--- src/rtl/debug_cmd_pkg.sv ---
// debug_cmd_pkg: shared state, command and response types for debug_cmd_master.
package debug_cmd_pkg;

  localparam int unsigned DBG_ADDR_WIDTH = 15;
  localparam int unsigned DBG_DATA_WIDTH = 32;

  typedef enum logic [1:0] {
    IDLE = 2'd0,
    REQ  = 2'd1,
    WAIT = 2'd2,
    RSP  = 2'd3
  } state_e;

  typedef struct packed {
    logic [DBG_ADDR_WIDTH-1:0] addr;
    logic                      we;
    logic [DBG_DATA_WIDTH-1:0] wdata;
  } cmd_t;

  typedef struct packed {
    logic [DBG_DATA_WIDTH-1:0] rdata;
    logic                      err;
  } rsp_t;

  // Bus completion: the bus returns rvalid for writes too, but writes report no data.
  function automatic rsp_t capture_rsp(input logic we, input logic [DBG_DATA_WIDTH-1:0] rdata);
    rsp_t r;
    r.rdata = we ? '0 : rdata;
    r.err   = 1'b0;
    return r;
  endfunction

  // Aborted transaction: no data, error flagged.
  function automatic rsp_t timeout_rsp();
    rsp_t r;
    r.rdata = '0;
    r.err   = 1'b1;
    return r;
  endfunction

endpackage

--- src/rtl/debug_cmd_timer.sv ---
// debug_cmd_timer: clear/enable/expire down-counter used to abort stuck bus transactions.
// Only built when DBG_CMD_TIMEOUT_EN is defined; without it the file is intentionally empty.
`ifdef DBG_CMD_TIMEOUT_EN
module debug_cmd_timer #(
  parameter int unsigned CYCLES = 1024
) (
  input  logic clk,
  input  logic rst,
  input  logic clear,
  input  logic enable,
  output logic expired
);

  localparam int unsigned CW = (CYCLES > 2) ? $clog2(CYCLES) : 1;
  localparam logic [CW-1:0] LOAD = CW'(CYCLES - 1);

  logic [CW-1:0] count_q;

  // Terminal count reached: CYCLES enabled cycles since the last clear.
  assign expired = (count_q == '0);

  // Load on clear, count down while enabled, hold at zero once expired.
  always_ff @(posedge clk) begin
    if (rst) begin
      count_q <= LOAD;
    end else if (clear) begin
      count_q <= LOAD;
    end else if (enable && !expired) begin
      count_q <= count_q - CW'(1);
    end
  end

endmodule
`endif

--- src/rtl/debug_cmd_master.sv ---
// debug_cmd_master: single-outstanding bridge from a valid/ready command stream
// to req/gnt/rvalid debug bus transactions, with a valid/ready response channel.
// Optional feature: define DBG_CMD_TIMEOUT_EN to abort transactions after
// TIMEOUT_CYCLES cycles in REQ+WAIT and to swallow the late bus response.
//
// state | meaning
// IDLE  | ready for a command (held off while a late response is still owed)
// REQ   | dbg_req_o high with the registered command, waiting for grant
// WAIT  | granted, waiting for rvalid
// RSP   | response presented, waiting for rsp_ready_i
module debug_cmd_master
  import debug_cmd_pkg::*;
#(
  parameter int unsigned ADDR_WIDTH     = 15,
  parameter int unsigned TIMEOUT_CYCLES = 1024
) (
  input  logic                  clk_i,
  input  logic                  rst_i,
  input  logic                  cmd_valid_i,
  output logic                  cmd_ready_o,
  input  logic [ADDR_WIDTH-1:0] cmd_addr_i,
  input  logic                  cmd_we_i,
  input  logic [31:0]           cmd_wdata_i,
  output logic                  rsp_valid_o,
  input  logic                  rsp_ready_i,
  output logic [31:0]           rsp_rdata_o,
  output logic                  rsp_err_o,
  output logic                  dbg_req_o,
  output logic [ADDR_WIDTH-1:0] dbg_addr_o,
  output logic                  dbg_we_o,
  output logic [31:0]           dbg_wdata_o,
  input  logic                  dbg_gnt_i,
  input  logic                  dbg_rvalid_i,
  input  logic [31:0]           dbg_rdata_i
);

  if (ADDR_WIDTH != DBG_ADDR_WIDTH) begin : g_bad_addr_width
    $error("debug_cmd_master: ADDR_WIDTH must equal DBG_ADDR_WIDTH");
  end
  if (TIMEOUT_CYCLES < 2) begin : g_bad_timeout
    $error("debug_cmd_master: TIMEOUT_CYCLES must be at least 2");
  end

  state_e state_q, state_d;
  cmd_t   cmd_q, cmd_d;
  rsp_t   rsp_q, rsp_d;
  logic   timeout;

`ifdef DBG_CMD_TIMEOUT_EN
  logic stale_q, stale_d;
  logic timer_clear, timer_enable;

  assign timer_clear  = (state_q == IDLE) && cmd_valid_i && cmd_ready_o;
  assign timer_enable = (state_q == REQ) || (state_q == WAIT);

  debug_cmd_timer #(
    .CYCLES (TIMEOUT_CYCLES)
  ) u_timer (
    .clk     (clk_i),
    .rst     (rst_i),
    .clear   (timer_clear),
    .enable  (timer_enable),
    .expired (timeout)
  );

  // A late response from an aborted transaction must not pair with a new command.
  assign cmd_ready_o = (state_q == IDLE) && !stale_q;
`else
  assign timeout     = 1'b0;
  assign cmd_ready_o = (state_q == IDLE);
`endif

  assign dbg_req_o   = (state_q == REQ);
  assign dbg_addr_o  = cmd_q.addr;
  assign dbg_we_o    = cmd_q.we;
  assign dbg_wdata_o = cmd_q.wdata;
  assign rsp_valid_o = (state_q == RSP);
  assign rsp_rdata_o = rsp_q.rdata;
  // err is only ever written by the timeout path, so it stays 0 without it.
  assign rsp_err_o   = rsp_q.err;

  // Next-state and next-register values; a bus exit event beats a same-cycle timeout.
  always_comb begin
    state_d = state_q;
    cmd_d   = cmd_q;
    rsp_d   = rsp_q;
`ifdef DBG_CMD_TIMEOUT_EN
    stale_d = stale_q;
    if (stale_q && dbg_rvalid_i) begin
      stale_d = 1'b0;
    end
`endif
    case (state_q)
      IDLE: begin
        if (cmd_valid_i && cmd_ready_o) begin
          cmd_d   = '{addr: cmd_addr_i, we: cmd_we_i, wdata: cmd_wdata_i};
          state_d = REQ;
        end
      end
      REQ: begin
        if (dbg_gnt_i) begin
          state_d = WAIT;
        end else if (timeout) begin
          rsp_d   = timeout_rsp();
          state_d = RSP;
        end
      end
      WAIT: begin
        if (dbg_rvalid_i) begin
          rsp_d   = capture_rsp(cmd_q.we, dbg_rdata_i);
          state_d = RSP;
        end else if (timeout) begin
          rsp_d   = timeout_rsp();
`ifdef DBG_CMD_TIMEOUT_EN
          stale_d = 1'b1;
`endif
          state_d = RSP;
        end
      end
      RSP: begin
        if (rsp_ready_i) begin
          state_d = IDLE;
        end
      end
      default: state_d = IDLE;
    endcase
  end

  // State, command and response registers.
  always_ff @(posedge clk_i) begin
    if (rst_i) begin
      state_q <= IDLE;
      cmd_q   <= '0;
      rsp_q   <= '0;
    end else begin
      state_q <= state_d;
      cmd_q   <= cmd_d;
      rsp_q   <= rsp_d;
    end
  end

`ifdef DBG_CMD_TIMEOUT_EN
  // Outstanding-late-response flag.
  always_ff @(posedge clk_i) begin
    if (rst_i) begin
      stale_q <= 1'b0;
    end else begin
      stale_q <= stale_d;
    end
  end
`endif

endmodule
--- config.mk ---
export PLATFORM = sky130hd
export DESIGN_NAME = debug_cmd_master
export DESIGN_NICKNAME = d
export VERILOG_FILES = /design/src/rtl/debug_cmd_pkg.sv /design/src/rtl/debug_cmd_timer.sv /design/src/rtl/debug_cmd_master.sv
export SDC_FILE = /design/constraint.sdc
export NUM_CORES = 1
export LEC_CHECK = 0
export CAP_MARGIN = 20
export CORE_MARGIN = 3
export CORE_UTILIZATION = 39
export CTS_CLUSTER_SIZE = 8
export DETAILED_ROUTE_END_ITERATION = 16
export PLACE_DENSITY = 0.8
export SLEW_MARGIN = 20
export SYNTH_ARGS = -nofsm -noshare
export SYNTH_HDL_FRONTEND = slang
export SYNTH_SLANG_ARGS = --single-unit
export TNS_END_PERCENT = 50
--- constraint.sdc ---
create_clock -name clk_i -period 2.3 [get_ports clk_i]
set_clock_uncertainty 0.1 [all_clocks]
set_input_delay 0.46 -clock clk_i [delete_from_list [all_inputs] [get_ports clk_i]]
set_output_delay 0.46 -clock clk_i [all_outputs]
set_load 0.05 [all_outputs]
==> impl_metrics.py <==
metrics = {
    "power_and_ir_drop": {
        "leakage_nw": 1.83,
        "p_comb_share_pct": 44.6,
        "p_per_area_nw_per_um2": 1010,
        "switching_share_pct": 39.7,
        "finalPower_mw": 5.22,
        "irDropWorstVdd_mv": 0.592,
        "p_int_mw": 3.15,
        "p_sw_mw": 2.07,
        "clockPowerShare_pct": 21.6,
        "pwr-share-seq_pct": 33.8,
    },
    "grt": {
        "grt-ovfl-total": 0,
        "grtUsageTotal_pct": 18.6,
        "grt_pass1_vias": 2985,
        "antenna_found_initial": 0,
        "grt_max_degree": 44,
        "grt_pass1_wl_mm": 13.6,
    },
    "worst_setup_path": {
        "crit_buf_inv": 1,
        "worst_setup_path_end_kind": "primary output",
        "worstPathMaxFanout": 2,
        "slowest_stage": "clkdlybuf4s50_1",
        "path_class": "flip-flop to primary output",
        "required_ns": 1.74,
        "cpPeakStageDelay_ns": 0.83,
        "cpLargestDelayFamily": "buffers and inverters",
        "critical_path_arrival_ns": 1.50,
        "cp_cell_sequence": "clkdlybuf4s50_1",
        "cp-start-kind": "flip-flop",
        "rrSetupSlack_ns": 0.48,
    },
    "cts": {
        "cts_tree": "built",
        "clkTransAtPathRegs_ns": 0.08,
        "clockBufferDepth": 2,
        "clk_latency_ns": 0.33,
        "cts_setup_buffers": 0,
        "cts.sinks": 82,
        "cts_resized": 0,
        "ctsHoldBuffers": 0,
        "root_buffer": "clkbuf_8",
        "numCtsBuffers": 9,
        "htreeDepth": 3,
    },
    "die": {
        "start_util_pct": 40.5,
        "die_h_microns": 95.8,
        "core_sq_um": 7770,
        "ios": 170,
        "die_area_sq_um": 9180,
        "rows": 32,
        "die_w_microns": 95.8,
    },
    "detailed_routing": {
        "drc": 0,
        "wirelength_mm": 8.88,
        "post_drt_wl_per_cell_microns": 13.9,
        "vias_per_cell": 4.95,
        "first_pass_iters": 4,
        "drtIter0Drc": 96,
        "vias": 3158,
        "final_antenna_net_count": 0,
    },
    "synth": {
        "synth_cells": 378,
        "synth_top_family_by_area": "simple AND/OR/NAND/NOR gates",
        "synth_seq_cells": 82,
        "synthMuxAreaShare_pct": 0.636,
        "synth_fp_nets": 469,
        "synth_xor_xnor_area_share_pct": 0,
        "synthAdderAreaFrac_pct": 1.99,
        "ys_seq_area_share_pct": 52.2,
        "synth_warnings": 0,
        "synth-simple-area-share_pct": 26.1,
        "synth_compound_area_share_pct": 13.8,
        "avgSynthCellArea_sq_um": 8.32,
        "synth.distinct_cells": 19,
        "syn_area_sq_um": 3150,
    },
    "sta": {
        "finalCriticalPeriod_ns": 2.06,
        "rsz0062_at_grt": "no",
        "fin_ws_ns": 0.242,
        "fmax_mhz": 486,
        "slew_viol_final": 0,
        "hold_viol_final": 0,
        "setup_violations": 0,
        "finalSetupTns_ns": 0,
        "period_share_pct": 89.5,
        "whs_ns": 0.350,
        "slew_headroom_pct": 64.3,
        "worst_slew_pin_slew_ns": 0.534,
    },
    "flow_run": {
        "maxCapViolations": 0,
    },
    "cells_and_area": {
        "drive_above_1_share_pct": 5.41,
        "diodes": 0,
        "final_common_cell": "clkdlybuf4s50_1",
        "area_delta_synth_final_pct": 63.7,
        "final_cell_mix": "clkdlybuf4s50_1 (163), nand2_1 (130), dfxtp_1 (82)",
        "nets": 623,
        "instances_no_fill": 638,
    },
    "hold_path": {
        "worstHoldPathType": "flip-flop to flip-flop",
    },
    "placement": {
        "gp_congestion": 0.711,
        "preCtsSetupSlack_ns": 0.372,
        "port_buffers": 168,
        "dp_hpwl_mm": 6.38,
        "placedCellCount": 623,
    },
    "status": {
        "outcome": "finished clean",
    },
}
==> per-stage QoR <==
step / utilization (%) / cell area [sq um]
after floorplan: - / 3150
after global placement: 63.5 / 4930
after detailed placement: 63.5 / 4930
after CTS: 66.3 / 5150
after global routing: 66.3 / 5150
final: 66.3 / 5150
==> cell type report <==
type | count | area, sq um
Clock buffer | 13 | 159
Clock inverter | 2 | 60.1
Fill cell | 650 | 2620
Inverter | 3 | 11.3
Multi-Input combinational cell | 259 | 1340
Sequential cell | 82 | 1640
Tap cell | 102 | 128
Timing Repair Buffer | 177 | 1810
==> cell families after synthesis <==
logic type	Yosys count
muxes	2
buffers and inverters	37
AOI/OAI and AO/OA	82
adders and majority gates	5
and+or+nand+nor	169
DFF	82
other	1
==> layer usage <==
layer  part of all wire, %  track usage, %
met2                    49            32.7
met1                    39            20.2
met3                   9.8            6.41
met4                   1.8            8.06
met5                     0               0
==> cells in the mapped netlist <==
master / n / area [sq um]
nand2_1: 130 / 488
dfxtp_1: 82 / 1640
a21oi_1: 80 / 400
nand4b_1: 32 / 280
clkbuf_1: 21 / 78.8
buf_2: 10 / 50.1
ha_1: 5 / 62.6
inv_1: 3 / 11.3
nand2b_1: 3 / 18.8
mux2i_1: 2 / 20.0
nor2b_1: 2 / 12.5
a2111oi_4: 1 / 27.5
and2_1: 1 / 6.26
buf_1: 1 / 3.75
buf_4: 1 / 7.51
buf_6: 1 / 11.3
conb_1: 1 / 3.75
nor2b_4: 1 / 13.8
o21bai_1: 1 / 7.51
==> worst paths after layout <==
check | startpoint | to | cells after the start
setup / recovery | dbg_wdata_o[31] | dbg_wdata_o[31] | 1
hold / removal | rsp_rdata_o[31] | rsp_rdata_o[31] | 2
setup reg to reg | state_q[0] | state_q[1] | 5
hold reg to reg | rsp_rdata_o[31] | rsp_rdata_o[31] | 2
==> registers in the layout (all words and copies together) (netlist names) <==
register and cells:
rsp_rdata_o 32, dbg_addr_o 15, dbg_wdata_o 32, state_q 2, dbg_we_o 1
==> power groups by stage <==
stage          combinational [mW]  clock (mW)  sequential (mW)
2_1_floorplan               0.831           0             2.50
3_3_place_gp                 2.32           0             1.79
3_5_place_dp                 2.34           0             1.80
4_1_cts                      2.35        1.17             1.77
5_1_grt                      2.49        1.21             1.79
6_report                     2.33        1.13             1.77
Note: power is estimated with default switching activity, not from simulation.
